### config.mk
export PLATFORM = sky130hd
export DESIGN_NAME = ex_div_seq
export DESIGN_NICKNAME = d
export VERILOG_FILES = /design/src/rtl/ex_div_seq.sv
export SDC_FILE = /design/constraint.sdc
export NUM_CORES = 1
export LEC_CHECK = 0
export ABC_AREA = 1
export CORE_UTILIZATION = 33
export CTS_BUF_LIST = sky130_fd_sc_hd__clkbuf_2
export DETAILED_ROUTE_END_ITERATION = 6
export GPL_ROUTABILITY_DRIVEN = 0
export GPL_TIMING_DRIVEN = 0
export SKIP_CTS_REPAIR_TIMING = 1
export SYNTH_ARGS = -nofsm -noshare
export SYNTH_HDL_FRONTEND = slang
export SYNTH_SLANG_ARGS = --single-unit
### constraint.sdc
create_clock -name clk -period 5.1 [get_ports clk]
set_input_delay 1.02 -clock clk [delete_from_list [all_inputs] [get_ports clk]]
set_output_delay 1.02 -clock clk [all_outputs]
set_load 0.01 [all_outputs]
### src/rtl/ex_div_seq.sv
// Iterative RV32M divide/remainder unit for the execute stage.
// It uses restoring division on operand magnitudes, one quotient bit per cycle, and applies sign correction on exit.
module ex_div_seq #(
  parameter int XLEN = 32
) (
  input  logic            clk,
  input  logic            rst,
  input  logic            start_i,
  input  logic [1:0]      divop_i,
  input  logic [XLEN-1:0] opr_a_i,
  input  logic [XLEN-1:0] opr_b_i,
  input  logic            flush_i,
  output logic            stall_o,
  output logic            res_valid_o,
  output logic [XLEN-1:0] res_o
);

  localparam int CW = $clog2(XLEN);

  typedef enum logic [1:0] {IDLE, CALC, DONE} state_t;

  state_t          state_q, state_d;
  logic            rem_sel_q;
  logic            neg_quo_q, neg_rem_q;
  logic [CW-1:0]   cnt_q;
  logic [XLEN-1:0] b_q, rem_q, quo_q, res_q;

  logic            is_signed, div_zero, sign_ovf, accept;
  logic [XLEN-1:0] abs_a, abs_b, quo_fix, rem_fix, result;
  logic [XLEN:0]   trial;

  always_comb begin
    is_signed = ~divop_i[0];
    abs_a     = (is_signed && opr_a_i[XLEN-1]) ? -opr_a_i : opr_a_i;
    abs_b     = (is_signed && opr_b_i[XLEN-1]) ? -opr_b_i : opr_b_i;
    div_zero  = (opr_b_i == '0);
    sign_ovf  = is_signed && (opr_a_i == {1'b1, {(XLEN-1){1'b0}}}) && (opr_b_i == '1);
    accept    = (state_q == IDLE) && start_i && !flush_i;
    // 33-bit subtract: the shifted partial remainder can exceed XLEN bits
    trial     = {rem_q, quo_q[XLEN-1]} - {1'b0, b_q};
    quo_fix   = neg_quo_q ? -quo_q : quo_q;
    rem_fix   = neg_rem_q ? -rem_q : rem_q;
    result    = rem_sel_q ? rem_fix : quo_fix;
  end

  always_ff @(posedge clk or posedge rst) begin
    if (rst) state_q <= IDLE;
    else     state_q <= state_d;
  end

  always_comb begin
    state_d = state_q;
    case (state_q)
      IDLE: if (accept) state_d = (div_zero || sign_ovf) ? DONE : CALC;
      CALC: if (cnt_q == '0) state_d = DONE;
      DONE: state_d = IDLE;
      default: state_d = IDLE;
    endcase
    if (flush_i) state_d = IDLE;
  end

  always_ff @(posedge clk or posedge rst) begin
    if (rst) begin
      rem_sel_q <= 1'b0;
      neg_quo_q <= 1'b0;
      neg_rem_q <= 1'b0;
      cnt_q     <= '0;
      b_q       <= '0;
      rem_q     <= '0;
      quo_q     <= '0;
      res_q     <= '0;
    end else begin
      case (state_q)
        IDLE: if (accept) begin
          rem_sel_q <= divop_i[1];
          b_q       <= abs_b;
          cnt_q     <= CW'(XLEN - 1);
          // Special cases preload the final value, so no sign fix-up is applied
          if (div_zero) begin
            quo_q     <= '1;
            rem_q     <= opr_a_i;
            neg_quo_q <= 1'b0;
            neg_rem_q <= 1'b0;
          end else if (sign_ovf) begin
            quo_q     <= {1'b1, {(XLEN-1){1'b0}}};
            rem_q     <= '0;
            neg_quo_q <= 1'b0;
            neg_rem_q <= 1'b0;
          end else begin
            quo_q     <= abs_a;
            rem_q     <= '0;
            neg_quo_q <= is_signed && (opr_a_i[XLEN-1] ^ opr_b_i[XLEN-1]);
            neg_rem_q <= is_signed && opr_a_i[XLEN-1];
          end
        end
        CALC: if (!flush_i) begin
          rem_q <= trial[XLEN] ? {rem_q[XLEN-2:0], quo_q[XLEN-1]} : trial[XLEN-1:0];
          quo_q <= {quo_q[XLEN-2:0], ~trial[XLEN]};
          cnt_q <= cnt_q - CW'(1);
        end
        DONE: if (!flush_i) res_q <= result;
        default: ;
      endcase
    end
  end

  always_comb begin
    stall_o     = accept || ((state_q == CALC) && !flush_i);
    res_valid_o = (state_q == DONE) && !flush_i;
    res_o       = res_valid_o ? result : res_q;
  end

endmodule
-- Yosys cells after proc, flatten, opt, wreduce, memory -nomap -nowiden
Index checks and enable logic that the tools add are counted.
- output and inout port bits: 34
- bits in registers: 138
- bits in latches: 0
- ROM bits: 0
- memories kept: 0
- bits in writable memories: 0
- add/sub/neg operators: 6
- $mul: 0
- equality and inequality tests: 8
- reduce and logical (&&, ||, !) cells: 20
- muxes and demuxes: 28
- divide/modulo/power cells: 0
- magnitude comparators: 0
- shift operators: 0
- bitwise operators: 4
- operator list (kind ; number):
    $mux W32 ; 14
    $neg A32 Y32 ; 4
    $pmux W32 S2 ; 2
    $eq A32 B32 Y1 const B ; 2
    $sub A33 B32 Y33 ; 1
    $logic_not A32 Y1 ; 1
    $mux W5 ; 2
    $pmux W5 S2 ; 1
    $logic_and A1 B1 Y1 ; 9
    $mux W2 ; 4
    $ne A3 B3 Y1 const B ; 2
    $reduce_and A2 Y1 ; 3
    $logic_not A5 Y1 ; 1
    $sub A5 B1 Y5 const B ; 1
    $mux W1 ; 4
    $ne A2 B2 Y1 const B ; 2
    $pmux W2 S2 ; 1
    $not A1 Y1 ; 3
    $reduce_and A3 Y1 ; 1
    $eq A2 B1 Y1 const B ; 1
    $eq A2 B2 Y1 const B ; 1
    $logic_not A2 Y1 ; 1
    $logic_or A1 B1 Y1 ; 2
    $reduce_bool A2 Y1 ; 1
    2 further kinds ; 2

-- Logic depth before layout (Yosys ltp)
- word-level depth: 8
- mapped depth: 18
- gate-level depth less buffers: 18

-- Worst setup path after synthesis
Ideal clock, no wire load.
- path type: input to output
- start: input port flush_i
- end: output port res_o[18]
- path slack: 2.017 ns
- cell stages on the path: 6
- required time: 4.080 ns
- buffers on the path: 1
- arrival time: 2.063 ns
- cells stage by stage: inv_1 nand3_1 clkinv_1 clkbuf_1 o21ai_0 o21ai_0
- cells in the longest elaborated chain, start to end: 3
- RTL lines (what ; RTL line ; text):
    from (decl) ; 12 ; input logic flush_i,
    $logic_not A1 Y1 ; 109 ; res_valid_o = (state_q == DONE) && !flush_i;
    $logic_and A1 B1 Y1 ; 109 ;
    $mux W32 ; 110 ; res_o = res_valid_o ? result : res_q;
    to (decl) ; 15 ; output logic [XLEN-1:0] res_o
Every way passes these cells.

-- Worst setup path after layout
- start: register rem_q[0]
- end: output port res_o[30]
- cells in the longest elaborated chain, start to end: 4
- RTL lines (what ; RTL line ; text):
    from (decl) ; 26 ; logic [XLEN-1:0] b_q, rem_q, quo_q, res_q;
    from (signal assigned) ; 81 ; rem_q <= opr_a_i;
    from (signal assigned) ; 97 ; rem_q <= trial[XLEN] ? {rem_q[XLEN-2:0], quo_q[XLEN-1]} : trial[XLEN-1:0];
    $neg A32 Y32 ; 42 ; rem_fix = neg_rem_q ? -rem_q : rem_q;
    $mux W32 ; 42 ;
    $mux W32 ; 43 ; result = rem_sel_q ? rem_fix : quo_fix;
    $mux W32 ; 110 ;
Every way passes these cells.

==> key figures <==
Outcome
  • Run status: completed

Final layout
  • Layout cells sized above 1: 5.94%
  • Final Util: 38.6%
  • Final net count: 2370
  • # fillers: 4331
  • Area grow syn2layout: 15.0%

Clock network
  • Clk sinks: 138
  • Clock latency on the worst-skew pair: 870 ps
  • H-tree levels: 4
  • Inserted Clock Buffers: 17
  • Clk pin slew, worst setup/hold paths: 180 ps
  • Clk root buf: clkbuf_2
  • Clk buf depth: 2
  • TritonCTS clock tree: done

Synth
  • Top-count cell post-synth: nand2_1
  • Main synth FF type: dfrtp_1
  • Yosys reg bits: 138
  • Top post-synthesis cells by area: dfrtp_1 27%, nand2_1 18%, inv_1 9.5%
  • Netlist cell types: 53
  • Mapped Cells: 2137
  • FFs w/ async S/R, synth: 100%
  • Commonest cells post-synth: 616 x nand2_1, 328 x inv_1, 217 x nand3_1
  • Post-synth top area cell: dfrtp_1
  • Syn Area/Cell: 6.09 um2
  • Seq/Total Area, Yosys: 26.5%
  • Yosys warns: 0
  • Share of the synthesized area in the top cell type: 26.5%
  • EDFF count, synth: 0
  • Mapped cell area: 13000 um2
  • Syn nets: 2247

Die
  • Die Ht: 201 um
  • Die ar.: 40200 um2
  • Initial core utilization: 33.6%
  • # rows: 72
  • Boundary Pins: 104
  • Die W: 201 um
  • Area of the core: 38700 um2

STA
  • Final Setup Violations: 0
  • Worst Max-Slew Pin Slew: 926 ps
  • Slew headroom: 38.3%
  • Fin crit period: 4880 ps
  • Hold WS: 501 ps
  • Unrepaired setup endpoints after global routing: no
  • Maximum clock rate: 205 MHz
  • Final Max Tran Viols: 0
  • Clk_skew: 62.3 ps
  • Final worst-path cycle share: 95.6%
  • Final hold viol count: 0

Route
  • Routed WL: 49.3 mm
  • Routed Antenna Nets: 0
  • Initial drt markers: 1550
  • Via density: 5.27
  • DR vias: 14726
  • # DRC: 0
  • 1st-pass router iterations: 6
  • Wirelength per Cell: 17.6 um

Setup path
  • R2r startpoint: quo_q[31]$_DFFE_PP0P_
  • Worst Reg-to-Reg Cells: 18
  • Crit path max fanout: 4
  • R2R setup slack: 2170 ps
  • Worst Setup Path Type: reg2out
  • CP Capture Type: output port
  • Critical Path AT: 3860 ps
  • Startpoint Class: register
  • CP required: 4080 ps
  • Reg2reg end: quo_q[0]$_DFFE_PP0P_

GRT
  • Grt total ovfl: 0
  • Vias in the first global route: 14099
  • Grt peak-use layer: met2
  • Global-route wire length before repair: 77.7 mm
  • Gr usage total: 24.8%
  • Met3 Resource Use GR: 4.59%
  • Global routing usage on met1: 35.0%
  • M2 GR Usage: 37.7%
  • Initial antenna violation count: 1
  • Largest net degree at the start of global routing: 72

Pwr
  • Flop pwr share: 24.2%
  • Switching share of total power: 54.1%
  • Cell internal pwr: 0.00363 W
  • LEAKAGE: 7.49 nW
  • Sw power: 0.00428 W
  • Clk network pwr share: 9.1%
  • Maximum vdd drop: 262 uV
  • Gate power share: 66.7%
  • Pwr dens: 528 nW/um2

Worst hold path
  • Hold Startpoint: res_q[20]$_DFFE_PP0P_
  • Worst hold path type: reg2reg
  • Worst hold stages: 2
  • Hold endpoint: res_q[20]$_DFFE_PP0P_

Job
  • MaxCap Viol Count: 0

Placement
  • PortBufs: 103
  • Final HPWL DP: 40.7 mm
[cell families (layout without fill, tap and decap cells)]
group,count (synthesis),count (layout),synth area share [%]
flip-flops,138,138,26.5
AND/OR/NAND/NOR,1155,1155,38.7
other,0,2,0
adder cells (fa/ha/maj),40,40,3.90
XOR/XNOR,47,47,3.16
AO/OA/AOI/OAI,346,346,15.3
buffers and inverters,411,547,12.4
[metrics by stage]
stage	total power [W]	worst slack, ps	TNS (ps)	area (um2)	cells
after floorplan	0.00544	384	0	13000	2137
after global placement	0.00705	-1760	-239590	14700	2758
after detailed placement	0.00711	435	0	14700	2759
after CTS	0.00786	122	0	15000	2791
after global routing	0.00863	29.2	0	15000	2792
final	0.00791	223	0	15000	2793
[power by group through the flow]
stage,Clock (W),Combinational [W],Sequential [W]
after global placement,0,0.00512,0.00192
after detailed placement,0,0.00519,0.00193
final,0.000720,0.00527,0.00191
after floorplan,0,0.00367,0.00177
after CTS,0.000739,0.00521,0.00191
after global routing,0.000770,0.00590,0.00196
[per-layer routing]
metal	wire, um	share of wire (%)
met5	0	0
met4	1400	2.9
met3	4660	9.5
met2	20800	42
met1	22400	45
[cell usage in the layout, fill, tap and decap left out, types with 7 or more instances in the layout]
master and n:
a21boi_1 28, a21oi_1 76, a31oi_1 19, buf_1 8
buf_2 18, buf_6 7, clkbuf_1 35, clkbuf_2 20
clkdlybuf4s50_1 103, clkinv_1 8, dfrtp_1 138, ha_1 39
inv_1 325, inv_2 15, nand2_1 616, nand2_2 16
nand3_1 217, nand3b_1 7, nand4_1 30, nor2_1 182
nor2_2 16, nor3_1 32, nor4_1 8, o211ai_1 22
o21ai_0 152, o21ai_1 17, o21bai_1 7, xor2_1 42
[layout make-up]
| type | instances | area [um2] | area share [%] |
|---|---|---|---|
| multi-input cells | 1588 | 7950 | 53.1 |
| flip-flops and latches | 138 | 3450 | 23.1 |
| inverters | 343 | 1290 | 8.63 |
| repair buffers | 104 | 1060 | 7.07 |
| well taps | 518 | 648 | 4.33 |
| plain buffers | 68 | 330 | 2.21 |
| clock inverters | 12 | 130 | 0.869 |
| clock buffers | 20 | 100 | 0.669 |
| diodes | 2 | 5.00 | 0.0334 |
[how the worst max path moves through the flow]
stage	start	to	slack, ps	cells past startpoint
finish	rem_q[0]$_DFFE_PP0P_	res_o[30]	220	13
global route	rem_q[0]$_DFFE_PP0P_	res_o[30]	30	13
CTS	quo_q[0]$_DFFE_PP0P_	res_o[22]	120	13
detailed placement	flush_i	res_o[8]	430	7
global placement	rst	b_q[23]$_DFFE_PP0P_	-1760	2
floorplan	rst	b_q[0]$_DFFE_PP0P_	380	1
[critical path, cell delays in order (launching register included)]
cell and delay [ps]:
dfrtp_1 480, inv_1 180, ha_1 220, nand3_1 190, nor2_1 160, inv_1 90, nor3_1 370, nand4_1 220
nand3_1 110, nand3_1 160, nand2_1 130, nand2_1 50, nand2_1 120, clkdlybuf4s50_1 560
[sequential cells by signal (all words and copies together) (netlist names)]
register	count
res_q	32
rem_sel_q	1
rem_q	32
b_q	32
state_q	2
neg_rem_q	1
cnt_q	5
neg_quo_q	1
quo_q	32
Power figures use the tool's default switching activity.
